`config.mk`:
```
export PLATFORM = sky130hd
export DESIGN_NAME = music_sequencer
export DESIGN_NICKNAME = d
export VERILOG_FILES = /design/src/rtl/music_pkg.sv /design/src/rtl/score_rom.sv /design/src/rtl/music_sequencer.sv
export SDC_FILE = /design/constraint.sdc
export NUM_CORES = 1
export LEC_CHECK = 0
export CAP_MARGIN = 20
export CORE_MARGIN = 10
export CORE_UTILIZATION = 48
export DETAILED_ROUTE_END_ITERATION = 12
export HOLD_SLACK_MARGIN = 0.06
export PLACE_DENSITY = 0.75
export SLEW_MARGIN = 10
export SYNTH_ARGS = -nofsm -noshare
export SYNTH_HDL_FRONTEND = slang
export SYNTH_HIERARCHICAL = 1
export SYNTH_SLANG_ARGS = --single-unit
```
`constraint.sdc`:
```
create_clock -name clk -period 1.69 [get_ports clk]
set_input_delay 0.2535 -clock clk [delete_from_list [all_inputs] [get_ports clk]]
set_output_delay 0.2535 -clock clk [all_outputs]
set_load 0.03 [all_outputs]
```
`src/rtl/music_pkg.sv`:
```
// Shared definitions for the score sequencer and tone generator: pitch codes, FSM states,
// score entry layout and a default demo score.
package music_pkg;

    localparam int unsigned NOTE_W  = 5;
    localparam int unsigned DUR_W   = 4;
    localparam int unsigned ENTRY_W = NOTE_W + DUR_W;

    // Pitch codes shared with the tone generator; 0 is a rest.
    localparam logic [NOTE_W-1:0] NOTE_REST = 5'd0;
    localparam logic [NOTE_W-1:0] NOTE_C4   = 5'd1;
    localparam logic [NOTE_W-1:0] NOTE_D4   = 5'd3;
    localparam logic [NOTE_W-1:0] NOTE_E4   = 5'd5;
    localparam logic [NOTE_W-1:0] NOTE_F4   = 5'd6;
    localparam logic [NOTE_W-1:0] NOTE_G4   = 5'd8;

    typedef enum logic [2:0] {
        StIdle,
        StFetch,
        StLoad,
        StPlay,
        StEnd
    } seq_state_e;

    // Entry layout: {note, dur}; dur == 0 marks end of score.
    localparam logic [ENTRY_W-1:0] DEMO_SCORE [64] = '{
        0: {NOTE_C4, 4'd2},
        1: {NOTE_D4, 4'd2},
        2: {NOTE_E4, 4'd2},
        3: {NOTE_F4, 4'd2},
        4: {NOTE_G4, 4'd4},
        5: {NOTE_REST, 4'd2},
        6: {NOTE_G4, 4'd4},
        default: {NOTE_REST, 4'd0}
    };

endpackage

```
`src/rtl/score_rom.sv`:
```
// Synchronous-read score ROM, one-cycle latency; contents come from the INIT table.
module score_rom #(
    parameter int unsigned ADDR_BITS = 6,
    parameter int unsigned DATA_BITS = 9,
    parameter logic [DATA_BITS-1:0] INIT [2**ADDR_BITS] = '{default: '0}
) (
    input  logic                 clk,
    input  logic [ADDR_BITS-1:0] raddr,
    output logic [DATA_BITS-1:0] rdata
);

    always_ff @(posedge clk) begin
        rdata <= INIT[raddr];
    end

endmodule

```
`src/rtl/music_sequencer.sv`:
```
// Score sequencer: walks the score ROM on beat pulses and gates notes to the tone generator.
// Define MUSIC_SEQ_REPEAT_EN to loop the score forever instead of stopping in END.
module music_sequencer
    import music_pkg::*;
#(
    parameter int unsigned ADDR_BITS = 6,
    parameter int unsigned SCORE_LEN = 48,
    parameter int unsigned NOTE_BITS = 5,
    parameter int unsigned DUR_BITS  = 4,
    parameter logic [NOTE_BITS+DUR_BITS-1:0] SCORE_INIT [2**ADDR_BITS] = DEMO_SCORE
) (
    input  logic                 clk,
    input  logic                 rst,
    input  logic                 beat,
    input  logic                 play,
    input  logic                 restart,
    output logic [NOTE_BITS-1:0] note,
    output logic                 note_on,
    output logic [ADDR_BITS-1:0] addr,
    output logic                 busy,
    output logic                 done
);

    localparam logic [ADDR_BITS-1:0] LAST_ADDR = ADDR_BITS'(SCORE_LEN - 1);

    seq_state_e                     state_q, state_d;
    logic       [ADDR_BITS-1:0]     addr_q, addr_d;
    logic       [NOTE_BITS-1:0]     note_q, note_d;
    logic       [DUR_BITS-1:0]      cnt_q, cnt_d;
    logic [NOTE_BITS+DUR_BITS-1:0]  entry;
    logic       [NOTE_BITS-1:0]     entry_note;
    logic       [DUR_BITS-1:0]      entry_dur;

    score_rom #(
        .ADDR_BITS(ADDR_BITS),
        .DATA_BITS(NOTE_BITS + DUR_BITS),
        .INIT     (SCORE_INIT)
    ) u_rom (
        .clk  (clk),
        .raddr(addr_q),
        .rdata(entry)
    );

    assign entry_note = entry[NOTE_BITS+DUR_BITS-1:DUR_BITS];
    assign entry_dur  = entry[DUR_BITS-1:0];

    always_ff @(posedge clk or posedge rst) begin
        if (rst) begin
            state_q <= StIdle;
            addr_q  <= '0;
            note_q  <= '0;
            cnt_q   <= '0;
        end else begin
            state_q <= state_d;
            addr_q  <= addr_d;
            note_q  <= note_d;
            cnt_q   <= cnt_d;
        end
    end

    always_comb begin
        state_d = state_q;
        addr_d  = addr_q;
        note_d  = note_q;
        cnt_d   = cnt_q;
        if (restart) begin
            addr_d  = '0;
            state_d = StFetch;
        end else begin
            unique case (state_q)
                StIdle:  if (play) state_d = StFetch;
                StFetch: state_d = StLoad;
                StLoad: begin
                    if (entry_dur == '0) begin
`ifdef MUSIC_SEQ_REPEAT_EN
                        addr_d  = '0;
                        state_d = StFetch;
`else
                        note_d  = '0;
                        state_d = StEnd;
`endif
                    end else begin
                        note_d  = entry_note;
                        cnt_d   = entry_dur;
                        state_d = StPlay;
                    end
                end
                StPlay: begin
                    // Beats while paused are dropped so the remaining duration is frozen.
                    if (beat && play) begin
                        if (cnt_q == DUR_BITS'(1)) begin
                            if (addr_q == LAST_ADDR) begin
`ifdef MUSIC_SEQ_REPEAT_EN
                                addr_d  = '0;
                                state_d = StFetch;
`else
                                note_d  = '0;
                                state_d = StEnd;
`endif
                            end else begin
                                addr_d  = addr_q + ADDR_BITS'(1);
                                state_d = StFetch;
                            end
                        end else begin
                            cnt_d = cnt_q - DUR_BITS'(1);
                        end
                    end
                end
                StEnd:   state_d = StEnd;
                default: state_d = StIdle;
            endcase
        end
    end

    always_comb begin
        note    = note_q;
        addr    = addr_q;
        note_on = (state_q == StPlay) && play && (note_q != '0);
        busy    = (state_q == StFetch) || (state_q == StLoad) || (state_q == StPlay);
        done    = (state_q == StEnd);
    end

endmodule

```
==> results summary, run 1 <==
In this run the number of H-tree levels came out at 1. Setup repair after global routing could not meet its margin everywhere. The mean area per synthesized cell came out at 10.4 µm².

TritonCTS built the clock tree. In this run, synthesis produced a sequential element count of 23. The setup slack of the critical path after layout came out at -0.111 ns. The worst setup path is captured at an output port. The detailed-router iteration count before antenna repair came out at 4. The remaining number of nets flagged by the antenna check after routing is 0. In the final layout, the share of cells above drive strength 1 is 0.280. The period utilization came out at 1.07. The final reports fail on negative setup slack. The biggest area contributor in the post-synthesis netlist is dfrtp_1.

The total congestion overflow is 0. Row generation in the floorplan step produced 18 rows. Hold repair after CTS inserted 0 buffers. The number of pins with negative max-slew slack in the final report is 0.

The clock insertion delay at the later pin of the skew report is 0.32 ns. The die is 72.5 µm tall. The number of antenna violations at the first check in global routing came to 0. Yosys printed 6 warnings. The setup path with the least slack is of type reg -> out. The run finished, with violations left. The number of design-rule violations left by the first detailed-router iteration is 66. The pin count of the biggest net entering global routing came out at 19. The power per cell area came out at 737 mW/mm². The number of vias after detailed routing is 1075.

The count of nets after finishing came out at 170. Of the post-synthesis cell area, the dominant cell type holds 0.340. The number of unique standard cell types used by synthesis came out at 55.

The share of total power consumed by net switching came out at 0.324. Among all cell types in the netlist, the one instantiated most often is dfrtp_1. In this run the worst path has a maximum fanout of 2.

For this run, the leading register cell type out of synthesis is dfrtp_1. The number of max-cap violations came out at 0. The worst voltage drop across the vdd grid came out at 643 µV. The global-route wire length before repair is 4.91 mm. The post-detailed-route wirelength per cell came out at 15.7 µm. The die outline width came out at 72.5 µm. The post-detailed-routing wire length is 2.99 mm. The DRC violation count after routing came out at 0. The final instance area came out at 0.00170 mm². The cell area after synthesis came out at 0.00132 mm².

The via density per instance came out at 5.63. The instance count of the mapped netlist came out at 127. The total clock buffers created by CTS is 3. The power share of the clock group came out at 0.206. The number of enable flip-flop cells after synthesis is 0. Of the synthesized area, sequential elements account for 0.416. The kind of launch point of the worst setup path is a flop.

At the worst endpoint, the required time is 1.44 ns. The switching power summed over all nets came out at 406 µW. The sequential share of power is 0.505. The min-delay analysis places its worst path in the category in -> async.

The root buffer cell chosen for the clock tree is clkbuf_4. The floorplan core area came out at 0.00254 mm². After legalization and detailed placement, the total HPWL measured 2.20 mm. The total I/O pin count is 19. Subtracting the final worst setup slack from the clock period gives 1.80 ns. The worst setup skew after layout came out at 0.00924 ns. The routability congestion estimate came out at 0.788. Compared with the post-synthesis result, the final layout area differs by 28.2%. The smallest hold slack is 0.242 ns. For this design the static power due to leakage is 0.839 nW. The TritonCTS sink count is 23. The number of buffers on the longest clock path came out at 2. The setup slack at placement is -0.146 ns.

The total of endpoints with negative setup slack in the final report is 1. The internal portion of the total power is 845 µW. The combinational cell fraction of total power came out at 0.289. The combined global-route utilization of all metal layers is 0.117.

The die footprint came out at 0.00526 mm². Ranked by total cell area, the synthesized netlist is headed by dfrtp_1, dfxtp_1, nor2_1. Clock-pin slew was measured on the worst setup and hold paths at 0.13 ns. After detailed placement, the total cell area comes to 0.00161 mm². The total of buffers placed on input and output ports came out at 18. The final antenna diode count came out at 0. The hold violation count in the final report was 0. At the worst endpoint, the arrival time is 1.55 ns. The number of global-route vias before repair is 1041. The maximum clock frequency came out at 555 MHz.

Sorting the synthesized cells by how often they occur yields dfrtp_1, nor2_1, inv_1. The effective utilization at floorplan is 0.520. For this run, asynchronously set or reset flops after synthesis account for 0.783.
==> worst paths after layout <==
check / start / end / slack (ns) / depth (start not counted)
min in group clk: u_rom/rdata[6] / note[2] / 0.47 / 1
min: rst / addr[4] / 0.24 / 3
max: note[4] / note_on / -0.11 / 3
min reg2reg: u_rom/rdata[6] / note[2] / 0.47 / 1
max reg2reg: cnt_q[1] / state_q[0] / 0.08 / 6
max in group asynchronous: rst / addr[0] / 1.22 / 3
==> through the flow <==
| stage | cells | TNS, ns | power (mW) | util |
|---|---|---|---|---|
| 2_1_floorplan | 129 | 0 | 0.858 | - |
| 4_1_cts | 190 | -0.116 | 1.24 | 0.651 |
| 3_5_place_dp | 183 | -1.02 | 0.968 | 0.632 |
| 5_1_grt | 191 | -0.189 | 1.32 | 0.667 |
| 6_report | 191 | -0.111 | 1.25 | 0.667 |
| 3_3_place_gp | 183 | -0.816 | 0.955 | 0.632 |
==> cells in the final DEF (no fill, tap or decap), types with 3 or more instances in the layout <==
cell             netlist  layout
clkbuf_4               0       3
or3_1                  3       3
nor2_1                13      12
conb_1                 1       3
a22o_1                 5       5
buf_6                  0       3
dfrtp_2                0       3
dlygate4sd2_1          0       8
a21oi_1                5       5
o22ai_1                3       3
dfrtp_1               18      15
buf_4                  4      17
clkdlybuf4s50_1        0       5
dfxtp_1                5       5
inv_1                  7       7
a22oi_1                3       3
nand2_1                5       5
==> power groups by stage <==
stage	combinational (mW)	clock, mW	sequential, mW
5_1_grt	0.392	0.287	0.638
6_report	0.361	0.258	0.632
3_5_place_dp	0.331	0	0.638
3_3_place_gp	0.320	0	0.635
4_1_cts	0.344	0.269	0.625
2_1_floorplan	0.201	0	0.656
==> registers in the layout (all words and copies together) (netlist names) <==
name         cells
addr             6
note             5
u_rom/rdata      5
cnt_q            4
state_q          3
==> critical path: stages, from the launching register on <==
cell	delay [ns]
dfrtp_1	0.41
or3_1	0.37
o311a_1	0.31
buf_6	0.15
==> layer usage <==
metal	track usage	routed length [µm]	part of all wire	vias to the layer above
li1	-	-	-	529
met1	0.135	1270	0.43	512
met2	0.190	1440	0.48	29
met5	0	0	0	-
met4	0.0443	49	0.016	0
met3	0.0463	227	0.076	5
==> logic make-up after synthesis <==
logic type / count (synthesis) / share of synthesized area
other: 1 / 0.00283
DFF: 23 / 0.416
AOI/OAI and AO/OA: 33 / 0.204
adders and majority gates: 3 / 0.0284
and+or+nand+nor: 50 / 0.274
buffers and inverters: 14 / 0.0520
muxes: 2 / 0.0161
xor gates and xnor gates: 1 / 0.00662
==> timing repair <==
| item | 4_1_cts | 5_1_grt |
|---|---|---|
| setup buffers | 3 | 1 |
| endpoints found under the setup margin | 9 | 10 |
| pin swaps | 1 | 1 |
| resized for setup | 11 | 8 |
==> layout make-up <==
cell class,count,area [µm²]
inverters,7,26.3
clock buffers,3,22.5
clock inverters,1,5.00
flip-flops and latches,23,554
fillers,218,848
multi-input cells,92,744
well taps,30,37.5
repair buffers,35,307
No activity file was read; power rests on OpenSTA's default activity.
==> inputs of run 2 (changes only) <==
--- a/config.mk
+++ b/config.mk
@@ -11,8 +11,10 @@
 export DETAILED_ROUTE_END_ITERATION = 12
 export HOLD_SLACK_MARGIN = 0.06
 export PLACE_DENSITY = 0.75
+export SETUP_SLACK_MARGIN = 0.4
 export SLEW_MARGIN = 10
 export SYNTH_ARGS = -nofsm -noshare
 export SYNTH_HDL_FRONTEND = slang
 export SYNTH_HIERARCHICAL = 1
 export SYNTH_SLANG_ARGS = --single-unit
+export TNS_END_PERCENT = 10
==> run 2 against run 1 <==
Against the previous run: the flow still finishes with violations (negative setup slack); first-iteration DRC count is 11% lower; combinational power is 18% higher; clock skew decreased by 0.0051 ns; design area increased by 12%; global-route usage grew 0.37 points; die area is the same; clock-buffer cell count is the same; critical path type unchanged.
==> results summary, run 2 (synthesized netlist as in run 1, its figures left out) <==
The reg-to-reg setup timing slack came out at 0.05 ns (-0.03 ns). The number of buffers on the longest clock path is 2 (unchanged). The total of endpoints with negative setup slack in the final report came out at 1 (unchanged). The sequential share of power is 0.477 (-0.028). The power per cell area is 709 mW/mm² (-3.9%). Signal routing reaches up to met4. The setup slack at placement came out at -0.154 ns (-0.00835 ns). The pin count of the biggest net entering global routing is 19 (unchanged). The highest net fanout along the worst path came out at 2 (unchanged). The share of total power consumed by net switching came out at 0.341 (+0.0168).

The internal power summed over all cells is 884 µW (+4.6%). The area of the multi-input gates came out at 910 µm² (+22%). The library cell used most frequently in the layout, excluding fill and tap cells, is buf_6. The area growth from synthesis to layout came out at 43.0%. The number of flip-flops in the largest register was 6 (unchanged). The count of nets after finishing came out at 171 (+0.59%). The number of pins with negative max-slew slack in the final report came to 0 (unchanged).

The number of max-cap violations is 0 (unchanged). The share of cells above drive strength 1 is 0.556 (+0.276). The number of antenna violations at the first check in global routing is 0 (unchanged).

The remaining number of nets flagged by the antenna check after routing is 0 (unchanged). TritonCTS built the clock tree. The maximum clock frequency came out at 551 MHz (-0.71%). The data arrival time of the worst path is 1.56 ns (about the same).

The min-delay analysis places its worst path in the category in -> async. The CTS clock-pin slew for the worst setup and hold paths is 0.14 ns (about the same). The critical path in this run is classified as reg -> out.

The period utilization is 1.07 (+0.00758). The via density per instance came to 5.79 (+2.9%). The flow ran to the end, but the final reports show violations. The detailed-route wire length on metal 1 is 1.40 mm (+9.7%). The total power is 1.34 mW (+7.2%). The total of buffers placed on input and output ports came to 18 (unchanged). The final critical delay including setup and external delays was 1.81 ns (+0.0128 ns).

The sum of negative setup slack came out at -0.124 ns (-0.0128 ns). The combined global-route utilization of all metal layers is 0.120 (+0.00370). The number of vias after detailed routing is 1112 (+3.4%).

The final core utilization is 0.744 (+0.0772). The power share of the clock group is 0.205 (about the same). The number of global-route vias before repair came out at 1109 (+6.5%).

The master cell of the clock root buffer is clkbuf_4. The final reports fail on negative setup slack. The worst setup path is launched from a flop. The combinational cell fraction of total power came to 0.318 (+0.029).

The routability congestion estimate is 0.787 (-0.19%). The floorplan core area is 0.00254 mm² (unchanged). The DRC violation count after routing came out at 0 (unchanged). The endpoint identified for the worst register-to-register timing path is addr[4].

The depth of the CTS H-tree is 1 (unchanged). The detailed-router iteration count before antenna repair came to 4 (unchanged). STA classifies the critical path endpoint as an output port.

The total met3 wirelength after detailed routing is 196 µm (-14%). The switching power summed over all nets came to 458 µW (+13%). The total I/O pin count was 19 (unchanged).

The length in cells of the worst reg-to-reg path came to 6 (unchanged). The total clock buffers created by CTS is 3 (unchanged). The worst setup skew after layout is 0.00416 ns (-0.00508 ns). The launch point of the worst reg-to-reg path is cnt_q[1].

In the layout the commonest cells are buf_6, buf_4, nor2_1. The post-detailed-routing wire length is 3.33 mm (+11%). Setup repair after global routing could not meet its margin everywhere. The data required time of the worst path is 1.44 ns (about the same).

The number of design-rule violations left by the first detailed-router iteration is 59 (-11%). The clock insertion delay at the later pin of the skew report is 0.33 ns (about the same). The area occupied by registers is 564 µm² (+1.8%).

The met2 wirelength from detailed routing came out at 1.71 mm (+19%). The worst voltage drop across the vdd grid came out at 549 µV (-15%). The half-perimeter wire length after detailed placement is 2.16 mm (-1.7%). The final antenna diode count is 0 (unchanged). The die outline width came to 72.5 µm (unchanged). The die footprint is 0.00526 mm² (unchanged).

The total congestion overflow is 0 (unchanged). The floorplan row count was 18 (unchanged). The TritonCTS sink count came out at 23 (unchanged).

The number of inserted filler cells in the final layout came out at 174 (-20%). The global-route wire length before repair is 5.31 mm (+8.3%). The effective utilization at floorplan was 0.520 (unchanged).

The setup slack of the critical path after layout came to -0.124 ns (-0.0128 ns). The vertical die dimension came out at 72.5 µm (unchanged). The standby leakage power came out at 0.799 nW (-4.8%). The hold violation count in the final report came out at 0 (unchanged). The post-detailed-route wirelength per cell was 17.3 µm (+11%). The number of buffers inserted for hold repair after clock tree synthesis is 0 (unchanged).
==> run 2: how the worst max path moves through the flow <==
| stage | startpoint | end | depth (start not counted) |
|---|---|---|---|
| 6_report | note[1] | note_on | 3 |
| 5_1_grt | note[1] | note_on | 3 |
| 4_1_cts | note[1] | note_on | 3 |
| 3_5_place_dp | beat | addr[4] | 5 |
| 3_3_place_gp | play | addr[4] | 5 |
| 2_1_floorplan | addr[0] | addr[4] | 4 |
==> run 2: timing repair <==
action,CTS,global route
pin swaps,29,29
setup buffers,3,7
setup endpoints to repair,32,31
gates resized for setup,83,25
==> run 2: metal layers <==
metal  vias to the layer above  GRT usage
met4                         0     0.0211
met3                         4     0.0313
li1                        529          -
met5                         -          0
met1                       550      0.143
met2                        29      0.213
==> run 2: metrics by stage <==
step	cells	hold WS, ns	instance area, µm²
final	192	0.230	1890
after CTS	185	0.250	1740
after detailed placement	178	0.442	1630
after global placement	178	0.440	1630
after floorplan	129	0.192	1400
after global routing	192	0.240	1890
==> run 2: final cells by class <==
class / count / area share
clock inverter: 1 / 0.00397
inverter: 7 / 0.0139
timing repair buffer: 36 / 0.172
tap: 30 / 0.0198
sequential: 23 / 0.298
multi-input combinational: 92 / 0.481
clock buffer: 3 / 0.0119
==> run 2: critical path, stage by stage, from the launching register on <==
cell and delay [ns]:
dfrtp_1 0.40, or3_4 0.39, o311a_4 0.31, buf_6 0.14
==> run 2: power groups by stage <==
stage,Sequential [mW],Clock [mW],Combinational (mW)
floorplan,0.662,0,0.220
global placement,0.642,0,0.330
detailed placement,0.645,0,0.337
CTS,0.636,0.275,0.374
global route,0.645,0.310,0.460
finish,0.640,0.275,0.426
==> inputs of run 3 (changes only) <==
--- a/config.mk
+++ b/config.mk
@@ -9,9 +9,9 @@
 export CORE_MARGIN = 10
 export CORE_UTILIZATION = 48
 export DETAILED_ROUTE_END_ITERATION = 12
-export HOLD_SLACK_MARGIN = 0.06
+export HOLD_SLACK_MARGIN = 0.12
 export PLACE_DENSITY = 0.75
-export SETUP_SLACK_MARGIN = 0.4
+export SETUP_SLACK_MARGIN = 0.05
 export SLEW_MARGIN = 10
 export SYNTH_ARGS = -nofsm -noshare
 export SYNTH_HDL_FRONTEND = slang
==> run 3 against run 2 <==
Against the previous run: the run still ends with negative setup slack left; fmax is 0.83% higher; sequential share of layout area is 2.8 points higher; non-clock buffer count is 2 lower; routed wire length is 10% lower; clock skew is 0.0063 ns higher; via count is 4.1% lower; first-iteration DRC count is 10% higher; combinational power is 16% lower.
==> results summary, run 3 (synthesized netlist as in run 1, its figures left out) <==
The flow ran to the end, but the final reports show violations. The final reports fail on negative setup slack. The final critical delay including setup and external delays came out at 1.80 ns (-0.0149 ns).

The number of antenna violations at the first check in global routing came out at 0 (unchanged). The TritonCTS sink count came out at 23 (unchanged). The number of buffers on the longest clock path came to 2 (unchanged).

The share of cells above drive strength 1 is 0.300 (-0.256). The die footprint was 0.00526 mm² (unchanged). The CTS clock-pin slew for the worst setup and hold paths came to 0.13 ns (about the same). In the layout the commonest cells are buf_4, dfrtp_1, nor2_1.

The post-detailed-route wirelength per cell is 15.7 µm (-9.2%). The via density per instance is 5.61 (-3.1%). The post-detailed-routing wire length is 2.99 mm (-10%). The DRC violation count after routing is 0 (unchanged). The library cell used most frequently in the layout, excluding fill and tap cells, is buf_4. The highest net fanout along the worst path came out at 2 (unchanged). The area growth from synthesis to layout is 28.6%. The critical path goes through or3_1 > o311a_1 > buf_6. The hold violation count in the final report came out at 0 (unchanged).

The power per cell area came out at 735 mW/mm² (+3.7%). The routability congestion estimate is 0.788 (+0.19%). The floorplan row count was 18 (unchanged). The data required time of the worst path is 1.44 ns (about the same).

The final core utilization came to 0.669 (-0.0747). The die outline width is 72.5 µm (unchanged). In this run the worst hold path is classified as in -> async. STA classifies the critical path startpoint as a flop. The setup slack of the critical path after layout came to -0.109 ns (+0.0149 ns). The total clock buffers created by CTS came out at 3 (unchanged). The launch point of the worst reg-to-reg path is state_q[1]. The maximum clock frequency came out at 556 MHz (+0.83%). The floorplan core area is 0.00254 mm² (unchanged). The period utilization came out at 1.06 (-0.00879). The number of design-rule violations left by the first detailed-router iteration came out at 65 (+10%). The number of flip-flops in the largest register is 6 (unchanged). The depth of the CTS H-tree came out at 1 (unchanged).

Setup repair after global routing could not meet its margin everywhere. The number of vias after detailed routing is 1066 (-4.1%). The longest individual stage delay on the worst path came out at 0.41 ns (about the same). The global-route wire length before repair came to 4.91 mm (-7.5%). The total I/O pin count is 19 (unchanged). The total power came to 1.25 mW (-6.7%). The pin count of the biggest net entering global routing came out at 19 (unchanged). The total of buffers placed on input and output ports came out at 18 (unchanged). The final antenna diode count came out at 0 (unchanged).

The total of endpoints with negative setup slack in the final report came out at 1 (unchanged). STA classifies the critical path endpoint as an output port. The worst voltage drop across the vdd grid is 644 µV (+17%). The remaining number of nets flagged by the antenna check after routing is 0 (unchanged). The most critical setup path has its startpoint at note[4]. The effective utilization at floorplan came out at 0.520 (unchanged). The number of pins with negative max-slew slack in the final report came out at 0 (unchanged).

The data arrival time of the worst path is 1.55 ns (about the same). The total congestion overflow came out at 0 (unchanged). The half-perimeter wire length after detailed placement is 2.20 mm (+1.7%). The count of nets after finishing came out at 169 (-1.2%). The detailed-router iteration count before antenna repair is 4 (unchanged). The classification of the worst setup path is reg -> out. The number of max-cap violations came out at 0 (unchanged). The combined global-route utilization of all metal layers came to 0.117 (-0.00370).

The worst setup skew after layout is 0.0105 ns (+0.00631 ns). The number of global-route vias before repair came to 1059 (-4.5%). The sum of negative setup slack is -0.109 ns (+0.0149 ns).

The vertical die dimension came out at 72.5 µm (unchanged). The standby leakage power came to 0.801 nW (+0.25%). The master cell of the clock root buffer is clkbuf_4.

The clock insertion delay at the later pin of the skew report came out at 0.32 ns (about the same). The critical path's slowest cell is dfrtp_1. The clock tree from TritonCTS is done.
-- run 3: worst max-delay path: cells and delay by family (launching register included) --
family          cells  cell delay [ns]
compound gates      1             0.31
buf+inv             1             0.15
flops               1             0.41
simple gates        1             0.37
-- run 3: final cells by class --
type / count / area (µm²)
Fill cell: 217 / 842
Multi-Input combinational cell: 92 / 767
Sequential cell: 23 / 556
Timing Repair Buffer: 34 / 289
Tap cell: 30 / 37.5
Inverter: 7 / 26.3
Clock buffer: 3 / 22.5
Clock inverter: 1 / 5.00
-- run 3: per-layer routing --
metal / global-route usage / wire, µm / up-vias
met5: 0 / 0 / -
met1: 0.132 / 1300 / 513
met3: 0.0463 / 193 / 5
met4: 0.0443 / 49 / 0
met2: 0.192 / 1450 / 21
li1: - / - / 527
-- run 3: path summary, 6_finish.rpt --
check	slack (ns)	endpoint	depth (start not counted)
min in group clk	0.47	note[2]	1
setup reg to reg	0.11	addr[4]	4
setup / recovery	-0.11	note_on	3
hold / removal	0.24	addr[4]	3
hold reg to reg	0.47	note[2]	1
max in group asynchronous	1.22	addr[0]	3
-- run 3: what timing repair did --
| action | in CTS | in global routing |
|---|---|---|
| buffers inserted | 3 | 0 |
| resized for setup | 16 | 9 |
| hold buffers | 0 | 0 |
| endpoints found under the setup margin | 21 | 14 |
| pin swaps | 1 | 3 |
-- run 3: metrics by stage --
stage               setup slack, ns  hold slack [ns]  instance area (µm²)  instances
finish                       -0.109            0.240                 1700        190
global route                 -0.179            0.261                 1700        190
CTS                          -0.116            0.248                 1660        190
detailed placement           -0.146            0.443                 1610        183
global placement             -0.110            0.439                 1610        183
floorplan                    0.0619            0.192                 1340        129
-- run 3: power by group --
part,switching (mW),internal (mW)
clock network,0.172,0.0886
logic,0.194,0.164
registers,0.0442,0.589
total,0.410,0.842
